===== src/rtl/counter_ngay.sv =====
`default_nettype none
// ============================================================================
// Module      : counter_ngay
// Description : Day-of-month counter for the calendar chain. It advances on the
//               hour-chain carry and wraps at the days-in-month limit from the
//               month counter. It also tracks the weekday, accepts manual
//               +1/-1 and direct loads, and emits a one-cycle carry on auto
//               wrap to the month counter.
// Revision    : 1.0 - initial release
// ============================================================================
module counter_ngay #(
  parameter int unsigned RESET_DAY  = 1,
  parameter int unsigned RESET_WDAY = 0
) (
  input  logic       clk,
  input  logic       rst,
  input  logic       inc_auto,
  input  logic       inc_manual,
  input  logic       dec_manual,
  input  logic       load_en,
  input  logic [4:0] load_day,
  input  logic [2:0] load_wday,
  input  logic [5:0] dim,
  output logic [4:0] value,
  output logic [2:0] weekday,
  output logic       carry_out,
  output logic       last_day
);

  localparam logic [4:0] C_RESET_DAY  = 5'(RESET_DAY);
  localparam logic [2:0] C_RESET_WDAY = 3'(RESET_WDAY);
  localparam logic [4:0] C_DAY_MAX    = 5'd31;
  localparam logic [2:0] C_WDAY_MAX   = 3'd6;

  logic [4:0] value_q, value_d;
  logic [2:0] wday_q,  wday_d;
  logic       carry_q, carry_d;
  logic [4:0] w_dim_eff;

  // An out-of-range month length (garbage while the month counter settles)
  // is treated as a 31-day month so the day value never collapses.
  always_comb begin
    w_dim_eff = C_DAY_MAX;
    if ((dim >= 6'd28) && (dim <= 6'd31)) begin
      w_dim_eff = dim[4:0];
    end
  end

  // Select exactly one action per cycle, highest priority first.
  always_comb begin
    value_d = value_q;
    wday_d  = wday_q;
    carry_d = 1'b0;
    if (value_q > w_dim_eff) begin
      // The month just shrank under us: clamp and drop every strobe.
      value_d = w_dim_eff;
    end else if (load_en) begin
      if (load_day == 5'd0) begin
        value_d = 5'd1;
      end else if (load_day > w_dim_eff) begin
        value_d = w_dim_eff;
      end else begin
        value_d = load_day;
      end
      wday_d = (load_wday == 3'd7) ? 3'd0 : load_wday;
    end else if (dec_manual) begin
      value_d = (value_q == 5'd1) ? w_dim_eff : value_q - 5'd1;
      wday_d  = (wday_q == 3'd0) ? C_WDAY_MAX : wday_q - 3'd1;
    end else if (inc_manual) begin
      // Manual wraps stay local: the month is edited on its own counter.
      value_d = (value_q == w_dim_eff) ? 5'd1 : value_q + 5'd1;
      wday_d  = (wday_q == C_WDAY_MAX) ? 3'd0 : wday_q + 3'd1;
    end else if (inc_auto) begin
      if (value_q == w_dim_eff) begin
        value_d = 5'd1;
        carry_d = 1'b1;
      end else begin
        value_d = value_q + 5'd1;
      end
      wday_d = (wday_q == C_WDAY_MAX) ? 3'd0 : wday_q + 3'd1;
    end
  end

  // State register; reset wins over any strobe and drops the carry at once.
  always_ff @(posedge clk or posedge rst) begin
    if (rst) begin
      value_q <= C_RESET_DAY;
      wday_q  <= C_RESET_WDAY;
      carry_q <= 1'b0;
    end else begin
      value_q <= value_d;
      wday_q  <= wday_d;
      carry_q <= carry_d;
    end
  end

  assign value     = value_q;
  assign weekday   = wday_q;
  assign carry_out = carry_q;
  assign last_day  = (value_q == w_dim_eff);

endmodule
`default_nettype wire


===== config.mk =====
export PLATFORM = sky130hd
export DESIGN_NAME = counter_ngay
export DESIGN_NICKNAME = d
export VERILOG_FILES = /design/src/rtl/counter_ngay.sv
export SDC_FILE = /design/constraint.sdc
export NUM_CORES = 1
export LEC_CHECK = 0
export BUFFER_PORTS_ARGS = -buffer_cell sky130_fd_sc_hd__buf_4
export CELL_PAD_IN_SITES_DETAIL_PLACEMENT = 1
export CELL_PAD_IN_SITES_GLOBAL_PLACEMENT = 1
export CORE_ASPECT_RATIO = 1.25
export CORE_MARGIN = 2
export CORE_UTILIZATION = 42
export DETAILED_ROUTE_END_ITERATION = 8
export GPL_ROUTABILITY_DRIVEN = 0
export HOLD_SLACK_MARGIN = 0.06
export PLACE_DENSITY_LB_ADDON = 0.1
export SLEW_MARGIN = 0
export SYNTH_ARGS = -nofsm -noshare
export SYNTH_HDL_FRONTEND = slang
export SYNTH_SLANG_ARGS = --single-unit

===== constraint.sdc =====
create_clock -name clk -period 4.2 [get_ports clk]
set_input_delay 0.84 -clock clk [delete_from_list [all_inputs] [get_ports clk]]
set_output_delay 0.84 -clock clk [all_outputs]
set_load 0.1 [all_outputs]

==> metrics.txt <==
status complete, no violations; Yosys top cell area share 17.22%; die area roughly 0.0032 mm²; sequential area share after synthesis 19.48%; Tcrit/Tclk final a little over 80%; setup repair after global routing missed its margin no; Max stage delay on crit path ~0.32 ns; CP max-delay cell ha_1; mux share of post-synthesis cell area roughly 5.7%; Inserted Diodes 0; multi-input logic area around 850 µm²; minimum clock period 3.459 ns; Die Ht roughly 63 µm; Max Cap Viol 0; main combinational cell family by area after synthesis simple AND/OR/NAND/NOR gates; post-cts repair resize count 0; hold crit path type input port to async pin; Synth Flop Type dfrtp_1; synthesis-to-layout area growth 20.45%; Post-Synth Simple-Gate Area 25.62%; worst-case clock buffer depth 2; Yosys warnings 0; Initial Util ~44%; Top Ports 30; ANT nets after route 0; CP startpoint kind input port; clock skew 0.002984 ns; WP data required approximately 3.4 ns; Max Clk Rate ~290 MHz; IO Port Bufs 29; Finish-stage setup viols 0; pwr/cell area roughly 740 mW/mm²; XOR/XNOR Fraction of Synth Area ~3%; top-count cell post-synth nor2_1; Initial DRT Pass Iterations 4; Max FO, Critical Path 4; Worst-path clk slew 0.06 ns; post-synthesis adder-cell area fraction approximately 15%; DR vias/cell 5.820; clk_lat worst skew ~0.26 ns; Worst Setup End Kind primary output; Num CTS Buffers 3; post-DP HPWL between 2000 and 3000 µm; total routed wirelength 3293 µm; Slew @ Worst Pin slightly above 0.7 ns; H-Tree Depth 1; # hold bufs at CTS 0; GRT Overall Usage between 20% and 30%; Die Width 51.06 µm; ranking of synthesized cells by area dfrtp_1 (17%), ha_1 (13%), o21ai_0 (4.7%); CTS Sinks 9; TritonCTS clock tree done; pin count of the biggest net entering global routing 18; Critical Path AT between 2 and 3 ns; area leader, netlist dfrtp_1; setup tns final 0 ns; first-pass GRT wire length ~5700 µm; fin nets 199; worst path bufs/invs 4; crit path kind input port to primary output; Synth top cells by count nor2_1 (13), ha_1 (12), o21ai_0 (11), inv_1 (10); worst path cell trace buf_4 > nand4b_4 > nor2_1 > inv_1 > ha_1 > nand4_1 > nor4_2 > nor2_1 > inv_1 > buf_4; synth unique cells 52; core area 0.002654 mm²; largest delay contributor family on the critical path simple AND/OR/NAND/NOR gates; Synth Area in Compound Gates 23.36%; Post-Synthesis Cells approximately 140; Post CTS Setup Buffer Count 0; average cell area after synthesis 8.423 µm²; root buffer cell clkbuf_4; initial antenna violation count 0; Place WS 0.7407 ns; fillcell total approximately 340; DR WL/cell 16.47 µm; Hold Fails Final Rpt 0; leakage approximately 0.00065 µW; total grt overflow 0; DRC 0; vias between 1000 and 1500; Yosys reg bits 9; synthesized area roughly 0.0012 mm²; Seq. cell area around 230 µm²; Setup WS post-layout 0.7408 ns; DRT iter0 DRCs 16; Max-Slew Margin vs Limit ~52%; VDD IR max approximately 0.52 mV; Synth async-reset ratio 100.0%; pins over their slew limit 0; ratio of cells with drive above 1 in the final layout between 20% and 30%; Core Rows 21; vias in the first global route between 1000 and 1500; Post-synth EDFFs 0
[layout make-up]
type,count,share of cell area [%]
timing repair buffer,29,15.55
clock buffer,4,1.877
multi-input combinational,114,60.68
sequential,9,16.18
tap,34,3.038
inverter,10,2.681
[placed cells by master (no fill, tap or decap), types with 2 or more instances in the layout]
cell / netlist / final
a21oi_1: 6 / 6
a22oi_1: 2 / 2
a31oi_1: 2 / 2
buf_4: 0 / 29
clkbuf_4: 0 / 3
conb_1: 1 / 2
dfrtp_1: 8 / 8
ha_1: 12 / 12
inv_1: 10 / 10
mux2i_1: 4 / 4
nand2_1: 9 / 9
nand2b_1: 2 / 2
nand3_1: 9 / 9
nand3b_1: 2 / 2
nor2_1: 13 / 13
nor3_1: 4 / 4
o21ai_0: 11 / 11
xnor2_1: 3 / 3
[per-stage QoR]
step | hold slack [ns] | utilization, % | std cells | instance area [µm²] | power (µW)
2_1_floorplan | 0.6672 | - | 139 | 1166 | 800.1
6_report | 0.5300 | 52.76 | 200 | 1400 | 1036
3_5_place_dp | 0.6593 | 51.77 | 196 | 1374 | 967.1
4_1_cts | 0.5356 | 52.76 | 200 | 1400 | 1041
3_3_place_gp | 0.6355 | 51.77 | 196 | 1374 | 940.7
5_1_grt | 0.5539 | 52.76 | 200 | 1400 | 1100
[flip-flops by register name, summed over array words and instances, names as in the netlist]
| name | count |
|---|---|
| carry_out | 1 |
| value | 5 |
| weekday | 3 |
[layer usage]
layer | routed length, µm | share of wire (%) | track usage, %
met5 | 0 | 0 | 0
met4 | 55 | 1.7 | 6.419
met3 | 96 | 2.9 | 2.871
met2 | 1822 | 55 | 41.88
met1 | 1320 | 40 | 24.67
[where the power goes]
group          total (µW)  internal [µW]  switching [µW]
combinational         748            237             511
sequential            219            126            92.8
clock                68.5           36.7            31.8
total                1040            400             636
[logic make-up (layout without fill, tap and decap cells)]
logic type / after synthesis / after routing
other: 1 / 2
AOI/OAI and AO/OA: 37 / 37
muxes: 6 / 6
xor gates and xnor gates: 4 / 4
buffers and inverters: 16 / 43
adders and majority gates: 14 / 14
DFF: 9 / 9
and+or+nand+nor: 51 / 51
[path summary, 6_finish.rpt]
path                                  from    endpoint  slack, ns  cells past startpoint
worst max-delay path                dim[5]    last_day       0.74                     10
worst max register to register    value[0]  weekday[2]       1.77                      7
worst min-delay path                   rst  weekday[2]       0.53                      2
worst min register to register  weekday[1]  weekday[1]       0.66                      2
min in group clk                weekday[1]  weekday[1]       0.66                      2
max in group asynchronous              rst    value[0]       3.37                      2
No activity file was read; power rests on OpenSTA's default activity.
